--- src/rtl/ucode_sequencer.sv ---
// Microcode sequencer: steps the control-ROM address through a decoded instruction's micro-ops.
// REP looping (REP_CHK bubble, ecx_zero/rep_term exit) is built only when UCODE_REP_EN is defined.
module ucode_sequencer #(
   parameter int ADDR_W = 8,
   parameter int CNT_W  = 3
) (
   input  logic              clk,
   input  logic              rst_n,
   input  logic              in_valid,
   output logic              in_ready,
   input  logic [ADDR_W-1:0] in_rom_addr,
   input  logic [CNT_W-1:0]  in_uop_cnt,
   input  logic              in_rep,
   input  logic              ecx_zero,
   input  logic              rep_term,
   input  logic              stall,
   input  logic              flush,
   output logic [ADDR_W-1:0] rom_addr,
   output logic              uop_valid,
   output logic              uop_first,
   output logic              uop_last,
   output logic              instr_done
);
   localparam logic [CNT_W-1:0]  C_ONE = CNT_W'(1);
   localparam logic [ADDR_W-1:0] A_ONE = ADDR_W'(1);

   typedef enum logic [1:0] {IDLE, ISSUE, REP_CHK} state_t;

   state_t            r_state, w_state_nxt;
   logic [ADDR_W-1:0] r_rom_addr, w_rom_addr_nxt;
   logic [CNT_W-1:0]  r_cnt, w_cnt_nxt, r_idx, w_idx_nxt, w_acc_cnt;
   logic              r_valid, w_valid_nxt, r_first, w_first_nxt;
   logic              r_last, w_last_nxt, r_done, w_done_nxt;
   logic              w_last_uop, w_consume, w_cur_rep, w_acc_rep, w_acc_skip, w_accept;

`ifdef UCODE_REP_EN
   logic [ADDR_W-1:0] r_base, w_base_nxt;
   logic              r_rep, w_rep_nxt;
   assign w_cur_rep  = r_rep;
   assign w_acc_rep  = in_rep;
   assign w_acc_skip = in_rep & ecx_zero;
`else
   logic w_unused;
   assign w_unused   = &{1'b0, in_rep, ecx_zero, rep_term};
   assign w_cur_rep  = 1'b0;
   assign w_acc_rep  = 1'b0;
   assign w_acc_skip = 1'b0;
`endif

   assign w_acc_cnt  = (in_uop_cnt == '0) ? C_ONE : in_uop_cnt;
   assign w_last_uop = (r_idx == r_cnt - C_ONE);
   assign w_consume  = (r_state == ISSUE) && !stall;
   // A retiring non-REP instruction frees the slot, so the next one can be taken without a bubble.
   assign in_ready   = !flush && ((r_state == IDLE) || (w_consume && w_last_uop && !w_cur_rep));
   assign w_accept   = in_valid && in_ready;

   always_comb begin
      w_state_nxt    = r_state;
      w_rom_addr_nxt = r_rom_addr;
      w_cnt_nxt      = r_cnt;
      w_idx_nxt      = r_idx;
      w_valid_nxt    = r_valid;
      w_first_nxt    = r_first;
      w_last_nxt     = r_last;
      w_done_nxt     = 1'b0;
`ifdef UCODE_REP_EN
      w_base_nxt     = r_base;
      w_rep_nxt      = r_rep;
`endif
      if (flush) begin
         w_state_nxt = IDLE;
         w_valid_nxt = 1'b0;
         w_first_nxt = 1'b0;
         w_last_nxt  = 1'b0;
      end else begin
         case (r_state)
            ISSUE: if (!stall) begin
               w_first_nxt = 1'b0;
               if (!w_last_uop) begin
                  w_idx_nxt      = r_idx + C_ONE;
                  w_rom_addr_nxt = r_rom_addr + A_ONE;
                  w_last_nxt     = ((r_idx + C_ONE) == (r_cnt - C_ONE)) && !w_cur_rep;
               end else begin
                  w_valid_nxt = 1'b0;
                  w_last_nxt  = 1'b0;
                  w_state_nxt = w_cur_rep ? REP_CHK : IDLE;
                  w_done_nxt  = !w_cur_rep;
               end
            end
`ifdef UCODE_REP_EN
            REP_CHK: if (ecx_zero || rep_term) begin
               w_done_nxt  = 1'b1;
               w_state_nxt = IDLE;
            end else begin
               w_state_nxt    = ISSUE;
               w_idx_nxt      = '0;
               w_rom_addr_nxt = r_base;
               w_valid_nxt    = 1'b1;
               w_first_nxt    = 1'b0;
               w_last_nxt     = 1'b0;
            end
`endif
            default: ;
         endcase
         // Accept overrides the retire path above; a pending instr_done from it is kept.
         if (w_accept) begin
            w_cnt_nxt = w_acc_cnt;
            w_idx_nxt = '0;
`ifdef UCODE_REP_EN
            w_base_nxt = in_rom_addr;
            w_rep_nxt  = in_rep;
`endif
            if (w_acc_skip) begin
               w_done_nxt  = 1'b1;
               w_state_nxt = IDLE;
               w_valid_nxt = 1'b0;
               w_first_nxt = 1'b0;
               w_last_nxt  = 1'b0;
            end else begin
               w_state_nxt    = ISSUE;
               w_rom_addr_nxt = in_rom_addr;
               w_valid_nxt    = 1'b1;
               w_first_nxt    = 1'b1;
               w_last_nxt     = (w_acc_cnt == C_ONE) && !w_acc_rep;
            end
         end
      end
   end

   always_ff @(posedge clk or negedge rst_n) begin
      if (!rst_n) begin
         r_state    <= IDLE;
         r_rom_addr <= '0;
         r_cnt      <= C_ONE;
         r_idx      <= '0;
         r_valid    <= 1'b0;
         r_first    <= 1'b0;
         r_last     <= 1'b0;
         r_done     <= 1'b0;
`ifdef UCODE_REP_EN
         r_base     <= '0;
         r_rep      <= 1'b0;
`endif
      end else begin
         r_state    <= w_state_nxt;
         r_rom_addr <= w_rom_addr_nxt;
         r_cnt      <= w_cnt_nxt;
         r_idx      <= w_idx_nxt;
         r_valid    <= w_valid_nxt;
         r_first    <= w_first_nxt;
         r_last     <= w_last_nxt;
         r_done     <= w_done_nxt;
`ifdef UCODE_REP_EN
         r_base     <= w_base_nxt;
         r_rep      <= w_rep_nxt;
`endif
      end
   end

   assign rom_addr   = r_rom_addr;
   assign uop_valid  = r_valid;
   assign uop_first  = r_first;
   assign uop_last   = r_last;
   assign instr_done = r_done;
endmodule

--- config.mk ---
export PLATFORM = sky130hd
export DESIGN_NAME = ucode_sequencer
export DESIGN_NICKNAME = d
export VERILOG_FILES = /design/src/rtl/ucode_sequencer.sv
export SDC_FILE = /design/constraint.sdc
export NUM_CORES = 1
export LEC_CHECK = 0
export ABC_AREA = 0
export BUFFER_PORTS_ARGS = -buffer_cell sky130_fd_sc_hd__buf_2
export CAP_MARGIN = 30
export CORE_ASPECT_RATIO = 0.7
export CORE_MARGIN = 4
export CORE_UTILIZATION = 49
export CTS_CLUSTER_SIZE = 10
export DETAILED_ROUTE_END_ITERATION = 8
export PLACE_DENSITY = 0.81
export SETUP_SLACK_MARGIN = 0.3
export SLEW_MARGIN = 20
export SYNTH_ARGS = -nofsm -noshare
export SYNTH_HDL_FRONTEND = slang
export SYNTH_SLANG_ARGS = --single-unit
--- constraint.sdc ---
create_clock -name clk -period 3.2 [get_ports clk]
set_input_delay 0.96 -clock clk [delete_from_list [all_inputs] [get_ports clk]]
set_output_delay 0.96 -clock clk [all_outputs]
set_load 0.02 [all_outputs]
==> out/metrics.yaml <==
io-pin-count: 32
ys.warnings.count: 0
route.detailed.vias_per_inst: 5.861
placementRows: 13
ys_dominant_reg_cell: "dfrtp_1"
core_area_sq_mm: 0.001919
postSynth.asyncResetShare_pct: 100.0
worstHoldPathType: "flop to flop"
clockBufferDepth: 2
worstSetupStartpoint: "r_cnt[0]$_DFFE_PN1P_"
syn-num-nets: 130
post-route-util_pct: 67.86
hold_path_startpoint: "uop_first$_DFFE_PN0P_"
synthDistinctLibCells: 36
finalWorstPathRequiredPeriod_ns: 2.945
critical_path.reg2reg.startpoint: "r_cnt[0]$_DFFE_PN1P_"
timing_hold_violations_final: 0
worst-slew-pin-transition_ns: 0.4102
tritoncts: "done"
netlist.top_cell.by_area: "dfrtp_1"
port_buffers: 28
numCtsBuffers: 3
ys_ff_latch: 18
antenna_diode_count: 0
wirelength_microns: 2546
ir_worst_vdd_v: 0.0004071
gr-total-overflow: 0
synth_largest_type_area_fraction_pct: 41.72
crit_required_ns: 2.24
power_per_cell_area_mw_per_mm2: 893.9
synth_common_cells: "dfrtp_1 (17), nand2_1 (15), nor2_1 (9), o21ai_0 (8)"
hold_buffers: 0
worst_ep_arrival_time_ns: 1.98
routabilityCongestion: 0.7904
synth-seq-area-share_pct: 44.29
grt_antenna_before_repair: 0
yosys.cell_count.top_type: "dfrtp_1"
post-route-period-util_pct: 92.02
cellLeakagePower_nw: 0.6057
synthCells: 108
place.detailed.instances: 158
grt_pass1_wl_microns: 4105
setup-violations-final: 0
hold-path-cell-count: 2
die_height_microns: 46.17
slew_headroom_pct: 72.59
setup_total_negative_slack_ns: 0
netlist_area_sq_mm: 0.001020
grt.total_usage_pct: 18.15
die_width_microns: 62.53
max_clock_freq_ghz: 0.3396
clock_tree.root_cell: "clkbuf_4"
drc: 0
clock_latency_ns: 0.29
grt_pass1_vias: 917
grt_setup_unrepaired: "true"
htree_num_levels: 1
num_vias: 973
slew_viol_final: 0
r2r_cells: 8
grt_start_max_net_pins: 19
hpwl_microns: 1822
maximum_fanout_along_the_worst_path: 2
regToRegSetupSlack_ns: 0.90
synth_edf_count: 0
design_area_sq_mm: 0.001303
design.die.area_sq_mm: 0.002886
holdWs_ns: 0.4831
mean_instance_size_in_the_synthesized_netlist_sq_um: 9.442
drt.antenna.violating_nets: 0
cp-end-kind: "output pin"
critical_path_class: "flop to output pin"
clk_pin_slew_worst_paths_ns: 0.10
post_drt_wl_per_cell_microns: 15.34
dr.first_iter.drc_count: 44
drive_gt1_share_pct: 35.42
critical_path.startpoint_type: "flop"
cap_violations: 0
firstDrtPassIters: 4
skew_ns: 0.003246
initial_core_utilization_pct: 53.13
tritoncts_num_sinks: 18
run_status: "completed"
final_net_count: 167
post_layout_nonfiller_instances: 166
flow.area_growth_from_synthesis_pct: 27.73
netlist_top_cells_area: "dfrtp_1 (42%), nand2_1 (5.5%), o21ai_0 (3.9%)"
dpl-instance-area_sq_mm: 0.001190
-- cell type report --
cell class                      count  area (sq um)
Clock buffer                        4         36.28
Fill cell                         153         616.8
Inverter                            5         18.77
Multi-Input combinational cell     82         573.1
Sequential cell                    18         451.7
Tap cell                           22         27.53
Timing Repair Buffer               35         195.2
-- worst paths after layout --
check / endpoint
max reg2reg: rom_addr[4]$_DFFE_PN0P_
max in group asynchronous: r_cnt[0]$_DFFE_PN1P_
min reg2reg: uop_first$_DFFE_PN0P_
min: uop_first$_DFFE_PN0P_
min in group asynchronous: rom_addr[2]$_DFFE_PN0P_
max: in_ready
-- routing by layer --
metal  vias up  wire (microns)  GRT usage, %
met5         -               0             0
met2        35            1239         33.69
met3         4             157         5.122
met4         0              31         3.070
met1       477            1117         21.87
li1        457               -             -
-- power by group --
part	total, mW	leakage [nW]	internal (mW)	switching [mW]
sequential	0.401	0.220	0.311	0.0908
clock	0.141	0.0210	0.0694	0.0713
combinational	0.622	0.364	0.280	0.342
total	1.16	0.606	0.660	0.504
-- worst max-delay path, cell delays in order (launching register included) --
cell and delay [ns]:
dfstp_2 0.56, inv_2 0.05, ha_4 0.29, xor2_4 0.17, nand3_2 0.10, o21a_1 0.21
nor2_1 0.14, buf_4 0.17
-- metrics by stage --
stage               worst slack [ns]  total power [mW]
floorplan                     0.3953            0.7449
global placement              0.5895            0.8843
detailed placement            0.5068            0.9141
CTS                           0.2830             1.099
global route                  0.1490             1.247
finish                        0.2555             1.164
-- cell families after synthesis --
family / synth area share [%]
AO/OA/AOI/OAI: 19.39
multiplexers: 1.104
adder cells (fa/ha/maj): 3.681
AND/OR/NAND/NOR: 20.25
XOR/XNOR: 7.484
buffers and inverters: 3.803
flip-flops: 44.30
-- sequential cells by signal, summed over array words and instances, names as in the netlist --
| signal | count |
|---|---|
| rom_addr | 8 |
| r_cnt | 3 |
| uop_first | 1 |
| uop_last | 1 |
| uop_valid | 1 |
| r_idx | 3 |
| instr_done | 1 |
-- placed cells by master (no fill, tap or decap), types with 2 or more instances in the layout --
cell type	instances
a21oi_1	4
a31oi_1	5
buf_2	27
buf_4	8
clkbuf_4	3
dfrtp_1	17
ha_1	2
inv_1	4
nand2_1	15
nand3_1	4
nor2_1	9
nor3_1	2
nor3b_1	2
o21a_1	2
o21ai_0	8
or3_1	4
xnor2_1	4
-- timing repair --
| action | 4_1_cts | 5_1_grt |
|---|---|---|
| endpoints found under the setup margin | 1 | 1 |
| pin swaps | 4 | 3 |
| buffers inserted | 1 | 3 |
| gates resized for setup | 4 | 3 |
(Power assumes the default switching activity.)
